==> src/rtl/crane_pkg.sv <==
// Shared types and helpers for the instruction-memory boot loader.
package crane_pkg;

  localparam int unsigned BYTE_W = 8;
  localparam int unsigned WORD_W = 32;

  typedef enum logic [2:0] {
    StIdle,
    StLenLo,
    StLenHi,
    StData,
    StCsum,
    StDone,
    StError
  } loader_state_e;

  function automatic logic [WORD_W-1:0] word_to_byte_addr(input logic [15:0] idx);
    return {14'd0, idx, 2'b00};
  endfunction

endpackage

==> src/rtl/byte_packer.sv <==
// Packs bytes little-endian into a 32-bit word; word_full_o flags the 4th byte of each word.
module byte_packer
  import crane_pkg::*;
(
  input  logic              clk,
  input  logic              rst_n,
  input  logic              clr_i,
  input  logic              load_i,
  input  logic [BYTE_W-1:0] byte_i,
  output logic [WORD_W-1:0] word_o,
  output logic              word_full_o
);

  logic [1:0]        idx_q, idx_d;
  logic [WORD_W-1:0] word_q, word_d;

  always_comb begin
    idx_d  = idx_q;
    word_d = word_q;
    if (clr_i) begin
      idx_d  = '0;
      word_d = '0;
    end else if (load_i) begin
      word_d[BYTE_W*idx_q +: BYTE_W] = byte_i;
      idx_d = idx_q + 2'd1;
    end
  end

  // Word output includes the byte being loaded so the top can latch it on the same edge.
  assign word_o      = word_d;
  assign word_full_o = load_i & ~clr_i & (idx_q == 2'd3);

  always_ff @(posedge clk or negedge rst_n) begin
    if (!rst_n) begin
      idx_q  <= '0;
      word_q <= '0;
    end else begin
      idx_q  <= idx_d;
      word_q <= word_d;
    end
  end

endmodule

==> src/rtl/imem_loader.sv <==
// Boot loader: framed byte stream (length, payload, XOR checksum) to instruction memory writes.
module imem_loader
  import crane_pkg::*;
#(
  parameter int unsigned DEPTH   = 32,
  parameter int unsigned TIMEOUT = 65535
) (
  input  logic              clk,
  input  logic              rst_n,
  input  logic              start,
  input  logic [BYTE_W-1:0] rx_data,
  input  logic              rx_valid,
  output logic              rx_ready,
  output logic              we,
  output logic [WORD_W-1:0] waddr,
  output logic [WORD_W-1:0] wdata,
  output logic              busy,
  output logic              done,
  output logic              err,
  output logic              cpu_rst_n
);

  localparam int unsigned    IdleW      = (TIMEOUT > 1) ? $clog2(TIMEOUT + 1) : 1;
  localparam logic [IdleW:0] TimeoutCnt = TIMEOUT[IdleW:0];

  loader_state_e     state_q, state_d;
  logic [15:0]       len_q, len_d;
  logic [15:0]       word_idx_q, word_idx_d;
  logic [BYTE_W-1:0] csum_q, csum_d;
  logic [IdleW-1:0]  idle_q, idle_d;
  logic              rx_ready_q, rx_ready_d;
  logic              we_q, we_d;
  logic [WORD_W-1:0] waddr_q, waddr_d;
  logic [WORD_W-1:0] wdata_q, wdata_d;
  logic              busy_q, busy_d;
  logic              done_q, done_d;
  logic              err_q, err_d;
  logic              cpu_rst_n_q, cpu_rst_n_d;

  logic              accept;
  logic              in_frame;
  logic              pk_clr;
  logic              pk_load;
  logic [WORD_W-1:0] pk_word;
  logic              pk_full;
  logic [15:0]       len_hdr;
  logic [IdleW:0]    idle_next;

  assign accept    = rx_valid & rx_ready_q;
  assign in_frame  = state_q inside {StLenLo, StLenHi, StData, StCsum};
  assign pk_load   = accept & (state_q == StData);
  assign len_hdr   = {rx_data, len_q[7:0]};
  assign idle_next = {1'b0, idle_q} + 1'b1;

  byte_packer u_packer (
    .clk        (clk),
    .rst_n      (rst_n),
    .clr_i      (pk_clr),
    .load_i     (pk_load),
    .byte_i     (rx_data),
    .word_o     (pk_word),
    .word_full_o(pk_full)
  );

  always_comb begin
    state_d     = state_q;
    len_d       = len_q;
    word_idx_d  = word_idx_q;
    csum_d      = csum_q;
    idle_d      = idle_q;
    waddr_d     = waddr_q;
    wdata_d     = wdata_q;
    done_d      = done_q;
    err_d       = err_q;
    cpu_rst_n_d = cpu_rst_n_q;
    we_d        = 1'b0;
    pk_clr      = 1'b0;

    if (in_frame) begin
      idle_d = accept ? '0 : idle_next[IdleW-1:0];
    end

    case (state_q)
      StIdle, StDone, StError: begin
        if (start) begin
          state_d     = StLenLo;
          done_d      = 1'b0;
          err_d       = 1'b0;
          cpu_rst_n_d = 1'b0;
          len_d       = '0;
          word_idx_d  = '0;
          csum_d      = '0;
          idle_d      = '0;
          pk_clr      = 1'b1;
        end
      end
      StLenLo: begin
        if (accept) begin
          len_d[7:0] = rx_data;
          state_d    = StLenHi;
        end
      end
      StLenHi: begin
        if (accept) begin
          len_d = len_hdr;
          if ({16'd0, len_hdr} > DEPTH) begin
            state_d = StError;
          end else if (len_hdr == 16'd0) begin
            state_d = StCsum;
          end else begin
            state_d = StData;
          end
        end
      end
      StData: begin
        if (accept) begin
          csum_d = csum_q ^ rx_data;
        end
        if (pk_full) begin
          we_d       = 1'b1;
          wdata_d    = pk_word;
          waddr_d    = word_to_byte_addr(word_idx_q);
          word_idx_d = word_idx_q + 16'd1;
          if (word_idx_q == len_q - 16'd1) begin
            state_d = StCsum;
          end
        end
      end
      StCsum: begin
        if (accept) begin
          state_d = (rx_data == csum_q) ? StDone : StError;
        end
      end
      default: state_d = StIdle;
    endcase

    // An expiring idle count never coincides with a write: pk_full needs an accepted byte.
    if ((TIMEOUT != 0) && in_frame && !accept && (idle_next == TimeoutCnt)) begin
      state_d = StError;
    end

    if (state_d == StError) begin
      err_d       = 1'b1;
      done_d      = 1'b0;
      cpu_rst_n_d = 1'b0;
    end else if (state_d == StDone) begin
      done_d      = 1'b1;
      cpu_rst_n_d = 1'b1;
    end

    rx_ready_d = state_d inside {StLenLo, StLenHi, StData, StCsum};
    busy_d     = rx_ready_d;
  end

  always_ff @(posedge clk or negedge rst_n) begin
    if (!rst_n) begin
      state_q     <= StIdle;
      len_q       <= '0;
      word_idx_q  <= '0;
      csum_q      <= '0;
      idle_q      <= '0;
      rx_ready_q  <= 1'b0;
      we_q        <= 1'b0;
      waddr_q     <= '0;
      wdata_q     <= '0;
      busy_q      <= 1'b0;
      done_q      <= 1'b0;
      err_q       <= 1'b0;
      cpu_rst_n_q <= 1'b0;
    end else begin
      state_q     <= state_d;
      len_q       <= len_d;
      word_idx_q  <= word_idx_d;
      csum_q      <= csum_d;
      idle_q      <= idle_d;
      rx_ready_q  <= rx_ready_d;
      we_q        <= we_d;
      waddr_q     <= waddr_d;
      wdata_q     <= wdata_d;
      busy_q      <= busy_d;
      done_q      <= done_d;
      err_q       <= err_d;
      cpu_rst_n_q <= cpu_rst_n_d;
    end
  end

  assign rx_ready  = rx_ready_q;
  assign we        = we_q;
  assign waddr     = waddr_q;
  assign wdata     = wdata_q;
  assign busy      = busy_q;
  assign done      = done_q;
  assign err       = err_q;
  assign cpu_rst_n = cpu_rst_n_q;

endmodule

==> config.mk <==
export PLATFORM = sky130hd
export DESIGN_NAME = imem_loader
export DESIGN_NICKNAME = d
export VERILOG_FILES = /design/src/rtl/crane_pkg.sv /design/src/rtl/byte_packer.sv /design/src/rtl/imem_loader.sv
export SDC_FILE = /design/constraint.sdc
export NUM_CORES = 1
export LEC_CHECK = 0
export CAP_MARGIN = 20
export CORE_MARGIN = 2
export CORE_UTILIZATION = 56
export CTS_CLUSTER_DIAMETER = 80
export CTS_CLUSTER_SIZE = 40
export DETAILED_ROUTE_END_ITERATION = 10
export PLACE_DENSITY_LB_ADDON = 0.25
export SLEW_MARGIN = 10
export SYNTH_ARGS = -nofsm -noshare
export SYNTH_HDL_FRONTEND = slang
export SYNTH_SLANG_ARGS = --single-unit
==> constraint.sdc <==
create_clock -name clk -period 3.4 [get_ports clk]
set_input_delay 0.34 -clock clk [delete_from_list [all_inputs] [get_ports clk]]
set_output_delay 0.34 -clock clk [all_outputs]
set_load 0.05 [all_outputs]
==> qor.yml <==
chipHeight_um: 116
drive_above_1_share_pct: 8.15
ant_nets: 0
max_slew_margin_pct: 34.6
vias_per_cell: 5.65
grt_max_degree: 84
start_kind: "flip-flop"
grt_usage_pct: 27.2
min_path_type: "flip-flop to flip-flop"
io_buffer_count: 65
fp-row-count: 41
num_antenna_cells: 0
path_class: "flip-flop to flip-flop"
synth_top_area_share_pct: 48.6
skew_ns: 0.0108
synth_top_area_cell: "dfrtp_1"
die_x_um: 116
end_kind: "flip-flop"
cp.arrival_ns: 3.56
antenna_found_initial: 0
fmax_mhz: 311
ir_worst_vdd_v: 0.000423
dieArea_um2: 13500
async_reset_ff_share_pct: 100
dpl_cell_area_um2: 7840
rsz0062_at_grt: "false"
fin_hold_ws_ns: 0.471
ioPinCount: 82
clock_latency_ns: 0.42
clkSinkCount: 137
overflow: 0
yosysUniqueCellTypes: 65
cellPowerDensity_nw_per_um2: 742
drt_iter0_drc: 476
postCtsSetupBuffers: 0
syn_to_final_growth_pct: 20.6
cts_tree: "built"
grt_pass1_wl_um: 28600
syn_avg_cell_area_um2: 8.75
dp_slack_ns: 0.104
coreArea_um2: 12500
crit_required_ns: 3.74
ys_ff_latch: 137
cts_buffer_depth: 2
dr_total_vias: 5893
start_util_pct: 56.6
fin_area_um2: 8510
hpwlAfterDp_um: 11600
setup_viol: 0
synth_edf_count: 0
wl_per_cell_um: 16.6
slew_violations: 0
grt_pass1_vias: 5754
synth_flop_cell: "dfrtp_1"
path_clk_slew_ns: 0.05
period_needed_ns: 3.22
power.leakage_nw: 3.88
place.gp.congestion: 0.853
worst_pin_slew_ns: 0.981
numCtsBuffers: 17
status: "completed"
synthCells: 806
hold_path.startpoint: "waddr[16]"
yosys_warnings: 0
max_cap_viol_count: 0
finalWirelength_um: 17300
drtPass1Iterations: 5
r2r_start: "len_q[6]"
ys_seq_area_share_pct: 48.6
setup_tns_ns: 0
finalCritPeriodShare_pct: 94.7
synth_area_um2: 7060
synthTopCellsByArea: "dfrtp_1, nand2_1, o21ai_0, nor2_1, a21oi_1"
root_buffer: "clkbuf_16"
cts_max_level: 4
cp_max_fo: 7
setup_slack_ns: 0.180
finalHoldViolCount: 0
startpoint: "len_q[6]"
nets: 880
drc_errors: 0
[worst paths after layout]
kind	to	slack, ns	cells after the start
setup / recovery	busy	0.18	9
hold / removal	waddr[16]	0.47	2
setup reg to reg	busy	0.18	9
hold reg to reg	waddr[16]	0.47	2
max in group asynchronous	csum_q[4]	2.12	3
min in group asynchronous	word_idx_q[8]	0.53	2
[critical path: stages (launching register included)]
cell	delay, ns
dfrtp_1	0.44
or4_4	0.59
or3_4	0.36
o41ai_2	0.32
o21ai_1	0.11
or4_4	0.51
o21ai_4	0.20
o21ai_2	0.08
or3_1	0.38
a21boi_1	0.14
[what timing repair did]
| action | 4_1_cts | 5_1_grt |
|---|---|---|
| endpoints found under the hold margin | 11 | 0 |
| hold buffers | 1 | 0 |
| gates resized for setup | 0 | 1 |
| setup endpoints to repair | 0 | 1 |
[sequential cells by signal (all words and copies together) (netlist names)]
register	count
u_packer.idx_q	2
csum_q	8
err	1
we	1
idle_q	16
wdata	32
state_q	3
len_q	16
busy	1
word_idx_q	16
waddr	16
cpu_rst_n	1
u_packer.word_q	24
[cells in the final DEF, fill, tap and decap left out, types with 3 or more instances in the layout]
cell             instances
a21oi_1                 58
a22o_1                   8
a311o_1                  3
a31oi_1                  7
and2_1                   6
and3_1                  28
buf_4                   21
bufinv_16                5
clkbuf_16               17
clkdlybuf4s50_1         64
clkinvlp_4               4
conb_1                  16
dfrtp_1                137
ha_1                     9
inv_1                   14
mux2i_1                  3
nand2_1                147
nand2b_1                 6
nand3_1                 12
nand4_1                 10
nor2_1                  79
nor2b_1                  5
nor3_1                  13
nor3b_1                  4
nor4_1                  12
o21ai_0                 66
o21ai_1                  3
or3_1                   10
or4_1                    3
xnor2_1                 19
xor2_1                  27
[power by group]
group	total [mW]	internal (mW)	switching (mW)	leakage, nW
Clock	2.03	1.34	0.698	0.305
Sequential	2.06	1.81	0.245	1.89
Combinational	2.22	0.797	1.42	1.68
[synthesized netlist by cell type (7+ instances only)]
cell and instances:
clkbuf_1 44, xor2_1 27, o21ai_0 66, nor4_1 12
a22o_1 8, or3_1 10, nor3_1 13, buf_4 18
nor2_1 79, a31oi_1 7, inv_1 14, and3_1 28
nand4_1 10, ha_1 9, a21oi_1 58, dfrtp_1 137
xnor2_1 19, nand2_1 147, nand3_1 13
[per-stage QoR]
step / instances / total power, mW / utilization (%)
2_1_floorplan: 821 / 3.68 / -
4_1_cts: 1043 / 6.30 / 68.2
3_3_place_gp: 1010 / 4.20 / 62.9
6_report: 1043 / 6.31 / 68.2
5_1_grt: 1043 / 6.66 / 68.2
3_5_place_dp: 1011 / 4.24 / 62.9
[kinds of logic after synthesis]
logic type / synth area share, %
simple gates: 23.9
other cells: 0.0531
compound gates: 14.1
xor+xnor: 5.71
fa+ha+maj: 1.60
mux: 0.585
buf+inv: 5.46
flops: 48.6
[layer usage]
layer  vias to the layer above  part of all wire, %  track usage, %  routed length [um]
met5                         -                    0               0                   0
met4                         0                  2.5            11.7                 428
met3                        34                  6.1            5.86                1060
met2                       209                   46            42.8                8000
met1                      2820                   45            36.7                7820
li1                       2830                    -               -                   -
[layout make-up]
| cell class | instances | area (um^2) |
|---|---|---|
| tap | 172 | 215 |
| multi-input combinational | 600 | 3310 |
| clock buffer | 20 | 457 |
| clock inverter | 11 | 194 |
| sequential | 137 | 3430 |
| fill | 984 | 3960 |
| inverter | 14 | 52.6 |
| timing repair buffer | 89 | 845 |
Power figures use the tool's default switching activity.
